`config.mk`:
```
export PLATFORM = sky130hd
export DESIGN_NAME = imm_extend_pipe
export DESIGN_NICKNAME = d
export VERILOG_FILES = /design/src/rtl/mips_imm_pkg.sv /design/src/rtl/imm_extend_core.sv /design/src/rtl/imm_extend_pipe.sv
export SDC_FILE = /design/constraint.sdc
export NUM_CORES = 1
export LEC_CHECK = 0
export ABC_AREA = 1
export BUFFER_PORTS_ARGS = -buffer_cell sky130_fd_sc_hd__buf_4
export CORE_MARGIN = 2
export CORE_UTILIZATION = 58
export CTS_BUF_LIST = sky130_fd_sc_hd__clkbuf_2
export DETAILED_ROUTE_END_ITERATION = 8
export PLACE_DENSITY = 0.94
export SLEW_MARGIN = 20
export SYNTH_ARGS = -nofsm -noshare
export SYNTH_HDL_FRONTEND = slang
export SYNTH_SLANG_ARGS = --single-unit
```
`constraint.sdc`:
```
create_clock -name clk -period 3.1 [get_ports clk]
set_input_delay 0.62 -clock clk [delete_from_list [all_inputs] [get_ports clk]]
set_output_delay 0.62 -clock clk [all_outputs]
set_load 0.02 [all_outputs]
```
`src/rtl/mips_imm_pkg.sv`:
```
// Shared encodings for the immediate-extension stage: extension modes and skid-buffer states.
package mips_imm_pkg;

    typedef enum logic [1:0] {
        MODE_SIGN   = 2'b00,
        MODE_ZERO   = 2'b01,
        MODE_UPPER  = 2'b10,
        MODE_BRANCH = 2'b11
    } imm_mode_t;

    typedef enum logic [1:0] {
        ST_EMPTY = 2'b00,
        ST_ONE   = 2'b01,
        ST_TWO   = 2'b10
    } buf_state_t;

endpackage

```
`src/rtl/imm_extend_core.sv`:
```
// Combinational immediate extender: sign, zero, upper (LUI) or branch offset (sign-extend << 2).
module imm_extend_core
    import mips_imm_pkg::*;
#(
    parameter int unsigned IN_W  = 16,
    parameter int unsigned OUT_W = 32
) (
    input  logic [IN_W-1:0]  imm,
    input  logic [1:0]       mode,
    output logic [OUT_W-1:0] data
);

    localparam int unsigned EXT_W = OUT_W - IN_W;

    logic [OUT_W-1:0] sext;

    assign sext = {{EXT_W{imm[IN_W-1]}}, imm};

    always_comb begin
        data = sext;
        case (mode)
            MODE_SIGN:   data = sext;
            MODE_ZERO:   data = {{EXT_W{1'b0}}, imm};
            MODE_UPPER:  data = {imm, {EXT_W{1'b0}}};
            MODE_BRANCH: data = {sext[OUT_W-3:0], 2'b00};
            default:     data = sext;
        endcase
    end

endmodule

```
`src/rtl/imm_extend_pipe.sv`:
```
// Pipelined immediate-extension stage with valid/ready handshake, 2-entry skid buffer and flush.
module imm_extend_pipe
    import mips_imm_pkg::*;
#(
    parameter int unsigned IN_W  = 16,
    parameter int unsigned OUT_W = 32,
    parameter int unsigned TAG_W = 5
) (
    input  logic             clk,
    input  logic             reset,
    input  logic             flush,
    input  logic             in_valid,
    output logic             in_ready,
    input  logic [IN_W-1:0]  in_imm,
    input  logic [1:0]       in_mode,
    input  logic [TAG_W-1:0] in_tag,
    output logic             out_valid,
    input  logic             out_ready,
    output logic [OUT_W-1:0] out_data,
    output logic [TAG_W-1:0] out_tag
);

    if (IN_W < 2) begin : g_bad_in_w
        $error("imm_extend_pipe: IN_W must be at least 2");
    end
    if (OUT_W < IN_W + 2) begin : g_bad_out_w
        $error("imm_extend_pipe: OUT_W must be at least IN_W+2");
    end

    buf_state_t       state_q, state_d;
    logic             in_ready_q;
    logic [OUT_W-1:0] ext_data;
    logic [OUT_W-1:0] out_data_q, skid_data_q;
    logic [TAG_W-1:0] out_tag_q, skid_tag_q;
    logic             in_fire, out_fire;
    logic             load_out, load_skid, skid_to_out;

    imm_extend_core #(
        .IN_W  (IN_W),
        .OUT_W (OUT_W)
    ) u_core (
        .imm  (in_imm),
        .mode (in_mode),
        .data (ext_data)
    );

    assign in_ready  = in_ready_q;
    assign out_valid = (state_q != ST_EMPTY);
    assign out_data  = out_data_q;
    assign out_tag   = out_tag_q;
    assign in_fire   = in_valid && in_ready_q;
    assign out_fire  = out_valid && out_ready;

    always_comb begin
        state_d     = state_q;
        load_out    = 1'b0;
        load_skid   = 1'b0;
        skid_to_out = 1'b0;
        if (flush) begin
            state_d = ST_EMPTY;
        end else begin
            case (state_q)
                ST_EMPTY: begin
                    if (in_fire) begin
                        state_d  = ST_ONE;
                        load_out = 1'b1;
                    end
                end
                ST_ONE: begin
                    if (in_fire && out_fire) begin
                        load_out = 1'b1;
                    end else if (in_fire) begin
                        state_d   = ST_TWO;
                        load_skid = 1'b1;
                    end else if (out_fire) begin
                        state_d = ST_EMPTY;
                    end
                end
                ST_TWO: begin
                    if (out_fire) begin
                        state_d     = ST_ONE;
                        skid_to_out = 1'b1;
                    end
                end
                default: state_d = ST_EMPTY;
            endcase
        end
    end

    // in_ready is registered from the next state so out_ready never reaches it combinationally
    always_ff @(posedge clk or posedge reset) begin
        if (reset) begin
            state_q     <= ST_EMPTY;
            in_ready_q  <= 1'b1;
            out_data_q  <= '0;
            out_tag_q   <= '0;
            skid_data_q <= '0;
            skid_tag_q  <= '0;
        end else begin
            state_q    <= state_d;
            in_ready_q <= (state_d != ST_TWO);
            if (load_out) begin
                out_data_q <= ext_data;
                out_tag_q  <= in_tag;
            end else if (skid_to_out) begin
                out_data_q <= skid_data_q;
                out_tag_q  <= skid_tag_q;
            end
            if (load_skid) begin
                skid_data_q <= ext_data;
                skid_tag_q  <= in_tag;
            end
        end
    end

endmodule

```
==> results of run 1 <==
## path summary, 6_finish.rpt
check                                            from                     endpoint  slack (ns)  depth (start not counted)
min                                             reset       out_tag[0]$_DFFE_PP0P_        0.19                          2
max reg2reg                        in_ready$_DFF_PP1_     out_data[31]$_DFFE_PP0P_        1.25                          6
max                              state_q[0]$_DFF_PP0_                    out_valid        1.08                          3
min in group clk                            in_tag[4]    skid_tag_q[4]$_DFFE_PP0P_        0.33                          3
max in group asynchronous                       reset  skid_data_q[18]$_DFFE_PP0P_        2.15                          3
min reg2reg                skid_data_q[9]$_DFFE_PP0P_   skid_data_q[9]$_DFFE_PP0P_        0.50                          2
## area by class of cell
class	instances	area [um^2]
Clock inverter	6	30.03
Timing Repair Buffer	76	583.1
Clock buffer	10	50.05
Inverter	10	37.54
Multi-Input combinational cell	357	1618
Fill cell	534	1971
Sequential cell	77	1928
Tap cell	77	96.34
## cell usage after synthesis (2+ instances only)
cell	instances
clkbuf_1	23
nor2_1	2
nand4_1	2
nand3_1	189
nand2_1	155
o21ai_0	3
o21ai_1	3
dfrtp_1	76
inv_1	6
buf_2	16
inv_2	4
## sequential cells by signal, summed over array words and instances, names as in the netlist
register / flops
skid_tag_q: 5
out_data: 32
state_q: 2
out_tag: 5
skid_data_q: 32
in_ready: 1
## power groups by stage
| stage | logic [uW] | clock network [uW] | registers (uW) |
|---|---|---|---|
| 6_report | 800 | 443 | 1410 |
| 5_1_grt | 883 | 482 | 1440 |
| 4_1_cts | 805 | 447 | 1410 |
| 3_5_place_dp | 803 | 0 | 1430 |
| 3_3_place_gp | 774 | 0 | 1410 |
| 2_1_floorplan | 351 | 0 | 1540 |
## critical path, delay by kind of cell (launching register included)
family,cells,cell delay [ns]
flip-flops,1,0.50
buffers and inverters,2,0.24
AND/OR/NAND/NOR,1,0.14
## per-stage QoR
stage	total power (uW)	hold WS [ns]	util [%]	setup slack, ns
3_5_place_dp	2229	0.4587	67.52	1.035
5_1_grt	2804	0.2462	68.79	1.029
3_3_place_gp	2187	0.4531	67.52	1.078
2_1_floorplan	1886	0.4422	-	0.5150
6_report	2651	0.1943	68.79	1.081
4_1_cts	2658	0.2047	68.79	1.077
## layer usage
layer,vias up,part of all wire (%),wire length (um),track usage (%)
li1,1714,-,-,-
met1,1740,41,3887,38.98
met2,192,48,4571,44.30
met3,25,8.9,849,3.441
met4,0,2.8,270,12.12
met5,-,0,0,0
## cells by family (layout without fill, tap and decap cells)
family / Yosys count / after routing / synth area share (%)
AOI/OAI and AO/OA: 7 / 7 / 1.003
buffers and inverters: 49 / 102 / 5.448
and+or+nand+nor: 350 / 350 / 42.05
DFF: 77 / 77 / 51.50
==> results.yml, run 1 <==
finish:
  final_common_cell: "nand3_1"
  stdcell_count: 613
  design_area_mm2: 0.004343
  area_growth_pct: 16.01
  final_cell_mix: "189 x nand3_1, 155 x nand2_1, 76 x dfrtp_1"
  antenna_cells_inserted: 0
  drive_gt1_share_pct: 18.28
  nets: 559
logic_synthesis:
  seq_area_frac_synth_pct: 51.50
  synth-edff-count: 0
  synthFlopType: "dfrtp_1"
  synthTopCellsByArea: "dfrtp_1 51%, nand3_1 25%, nand2_1 16%, clkbuf_1 2.3%, buf_2 2.1%"
  synth_area_mm2: 0.003744
  yosys.area.top_type: "dfrtp_1"
  syn_area_per_cell_um2: 7.751
  synth_nets: 511
  yosys.cell_types.count: 15
  synthArstFlopShare_pct: 100.0
  syn_inst: 483
  yosysWarnings: 0
  synth_top_area_share_pct: 50.80
  synth-seq-cells: 77
sta:
  tightest_slew_ns: 0.7373
  final.setup.tns_ns: 0
  rsz0062_at_grt: "false"
  period_minus_slack_ns: 2.019
  slew_violations: 0
  fin_crit_sh_pct: 65.12
  relSlewSlack_pct: 50.78
  timing.fmax_ghz: 0.4953
  setup_viol: 0
  finClkSkew_ns: 0.02459
  finalHoldViolations: 0
pwr:
  p_per_area_mw_per_mm2: 610.3
  internal_power_uw: 1674
  seq_power_share_pct: 53.1
  p_leak_uw: 0.002322
  clkPwrFrac_pct: 16.7
  comb_power_share_pct: 30.2
  switching_share_pct: 36.84
  p_sw_uw: 976.5
  vdd_drop_max_v: 0.0003707
worst_setup_path:
  critPathMaxFanout: 6
  cp_slowest_cell: "dfrtp_1"
  cp_cell_sequence: "nor2_1 -> inv_1 -> buf_4"
  critPathKind: "reg -> out"
  end_kind: "output port"
  worst_ep_arrival_time_ns: 1.40
  cp_data_required_time_ns: 2.48
  start_kind: "flop"
  cp_slowest_stage_delay_ns: 0.50
global_routing:
  grt_overflow: 0
  first_global_vias: 3420
  grt_pass1_wl_um: 16000
  grt_max_degree: 41
  antenna_found_initial: 0
  grtUsageTotal_pct: 27.86
detailed_routing:
  drc: 0
  routed_via_density: 5.989
  drt_wl_total_um: 9579
  first_iter_violations: 415
  first_pass_iters: 5
  vias: 3671
  ant_nets: 0
  wire_per_inst_um: 15.63
placement:
  place_hpwl_um: 6533
  port_buffers: 66
  gp_congestion: 0.9481
  postPlaceCellArea_mm2: 0.004263
  dp_cells: 597
floorplan:
  io_pins: 67
  die_area_mm2: 0.007113
  die_h_um: 84.34
  coreArea_mm2: 0.006314
  num_rows: 29
  die_w_um: 84.34
  start_util_pct: 59.29
clocking:
  root_buffer: "clkbuf_2"
  clkSinkCount: 77
  cts_tree: "done"
  cts_max_level: 3
  cts_resized: 0
  postCtsHoldBufs: 0
  clock_path_buffers: 2
  postCtsSetupBuffers: 0
  insertion_delay_ns: 0.52
  cts_made_buffers: 9
  cts.clk_slew.worst_paths_ns: 0.20
min_path:
  min-delay-path-class: "in -> async"
status:
  status: "complete, no violations"
run:
  drv_cap: 0
No activity file was read; power rests on OpenSTA's default activity.
==> inputs of run 2 (changes only) <==
--- a/config.mk
+++ b/config.mk
@@ -8,10 +8,10 @@
 export ABC_AREA = 1
 export BUFFER_PORTS_ARGS = -buffer_cell sky130_fd_sc_hd__buf_4
 export CORE_MARGIN = 2
-export CORE_UTILIZATION = 58
+export CORE_UTILIZATION = 52
 export CTS_BUF_LIST = sky130_fd_sc_hd__clkbuf_2
 export DETAILED_ROUTE_END_ITERATION = 8
-export PLACE_DENSITY = 0.94
+export PLACE_DENSITY = 0.9
 export SLEW_MARGIN = 20
 export SYNTH_ARGS = -nofsm -noshare
 export SYNTH_HDL_FRONTEND = slang
==> constraint.sdc (replaced) <==
create_clock -name clk -period 1.8 [get_ports clk]
set_input_delay 0.36 -clock clk [delete_from_list [all_inputs] [get_ports clk]]
set_output_delay 0.36 -clock clk [all_outputs]
set_load 0.02 [all_outputs]
==> run 2 against run 1 <==
  * Setup slack worse by 0.99 ns
  * Count of clock-buffer cells in the layout is 1 lower
  * Design area is 3.3% higher
  * Highest routed layer unchanged
  * Sequential cell count stayed put
  * Die area is 11% higher
  * Critical path depth stayed put
  * Sequential share of layout area is 1.4 points lower
==> results.yml, run 2 (synthesis results as in run 1) <==
worst_setup_path:
  cpLargestDelayFamily: "flip-flops"
  cp_cell_sequence: "nor2_1 -> inv_1 -> buf_6"
  worst_ep_arrival_time_ns: 1.35
  critPathMaxFanout: 6
  cp_slowest_cell: "dfrtp_1"
  regToRegSetupSlack_ns: 0.17
  cp_data_required_time_ns: 1.44
  r2r_start: "in_ready$_DFF_PP1_"
  cp_slowest_stage_delay_ns: 0.50
  reg2reg_to: "out_data[28]$_DFFE_PP0P_"
  critPathKind: "reg -> out"
  start_kind: "flop"
  end_kind: "output port"
  path_buf_inv: 2
  reg2reg_depth: 5
sta:
  finalHoldViolations: 0
  period_minus_slack_ns: 1.712
  final.setup.tns_ns: 0
  finClkSkew_ns: 0.02213
  relSlewSlack_pct: 66.90
  tightest_slew_ns: 0.4951
  fin_crit_sh_pct: 95.13
  rsz0062_at_grt: "true"
  setup_ws_ns: 0.08758
  setup_viol: 0
  slew_violations: 0
  timing.fmax_ghz: 0.5840
floorplan:
  num_rows: 30
  die_h_um: 88.85
  coreArea_mm2: 0.006869
  die_w_um: 88.85
  io_pins: 67
  start_util_pct: 54.50
  die_area_mm2: 0.007894
finish:
  utilization_pct: 65.30
  drive_gt1_share_pct: 19.22
  final_common_cell: "nand3_1"
  final_cell_mix: "189 x nand3_1, 155 x nand2_1, 75 x buf_4, 75 x dfrtp_1, 9 x clkbuf_2"
  area_growth_pct: 19.82
  nets: 564
  design_area_mm2: 0.004486
  fillers: 581
  antenna_cells_inserted: 0
global_routing:
  grt_max_degree: 68
  antenna_found_initial: 0
  first_global_vias: 3318
  grt_pass1_wl_um: 15650
  grt_overflow: 0
  grtUsageTotal_pct: 25.94
clocking:
  cts_max_level: 3
  root_buffer: "clkbuf_2"
  cts_tree: "done"
  clock_path_buffers: 2
  cts.clk_slew.worst_paths_ns: 0.22
  clkSinkCount: 77
  cts_made_buffers: 9
  insertion_delay_ns: 0.52
pwr:
  vdd_drop_max_v: 0.0005700
  internal_power_uw: 3054
  comb_power_share_pct: 29.3
  p_per_area_mw_per_mm2: 1070
  power.total_uw: 4799
  p_sw_uw: 1745
  p_leak_uw: 0.002367
  switching_share_pct: 36.36
  seq_power_share_pct: 50.6
  clkPwrFrac_pct: 20.2
min_path:
  worstHoldStart: "in_tag[3]"
  min_to: "skid_tag_q[3]$_DFFE_PP0P_"
  hold_depth: 3
  min-delay-path-class: "in -> reg"
detailed_routing:
  vias: 3689
  routed_via_density: 5.791
  drt_wl_total_um: 9622
  wire_per_inst_um: 15.11
  ant_nets: 0
  first_pass_iters: 7
  drc: 0
  first_iter_violations: 356
placement:
  postPlaceCellArea_mm2: 0.004338
  gp_congestion: 0.9915
  port_buffers: 66
  place_hpwl_um: 6331
  dpl_worst_slack_ns: 0.2136
run:
  drv_cap: 0
status:
  status: "complete, no violations"
## run 2: layer usage
| metal | global-route usage, % | up-vias | share of wire [%] |
|---|---|---|---|
| met1 | 37.20 | 1745 | 41 |
| li1 | - | 1722 | - |
| met2 | 39.35 | 195 | 47 |
| met3 | 3.265 | 27 | 8.8 |
| met5 | 0 | - | 0 |
| met4 | 12.26 | 0 | 2.8 |
## run 2: what timing repair did
| item | 4_1_cts | 5_1_grt |
|---|---|---|
| resized for setup | 0 | 3 |
| endpoints found under the hold margin | 10 | 0 |
| hold buffers | 1 | 0 |
| endpoints found under the setup margin | 0 | 46 |
| setup buffers | 0 | 1 |
## run 2: worst max path at each step
stage	cells past startpoint	from	to
3_5_place_dp	7	state_q[1]$_DFF_PP0_	out_data[0]$_DFFE_PP0P_
6_report	3	state_q[0]$_DFF_PP0_	out_valid
4_1_cts	3	state_q[1]$_DFF_PP0_	out_valid
2_1_floorplan	6	in_ready$_DFF_PP1_	out_data[10]$_DFFE_PP0P_
3_3_place_gp	7	state_q[1]$_DFF_PP0_	out_data[31]$_DFFE_PP0P_
5_1_grt	3	state_q[1]$_DFF_PP0_	out_valid
## run 2: per-stage QoR
stage               hold WS [ns]  instances
finish                   0.05510        637
global route            0.005902        637
CTS                      0.02694        636
detailed placement        0.3275        619
global placement          0.3215        619
floorplan                 0.4422        483
## run 2: worst register-to-register path, cell delays in order, from the launching register on
cell and delay [ns]:
dfstp_2 0.58, nand2_1 0.13, nor3_4 0.26, buf_12 0.30
nand3_1 0.19, nand3_1 0.13
## run 2: power groups by stage
stage | registers (uW) | logic [uW] | clock network (uW)
finish | 2430 | 1400 | 969
global route | 2480 | 1550 | 1060
CTS | 2420 | 1400 | 978
detailed placement | 2460 | 1390 | 0
global placement | 2440 | 1350 | 0
floorplan | 2640 | 605 | 0
## run 2: layout make-up
class	instances	area, um^2	area share (%)
Timing Repair Buffer	81	655.6	14.62
Clock buffer	9	45.04	1.004
Multi-Input combinational cell	357	1618	36.07
Tap cell	96	120.1	2.678
Sequential cell	77	1929	43.01
Inverter	10	41.29	0.9205
Clock inverter	7	76.32	1.702
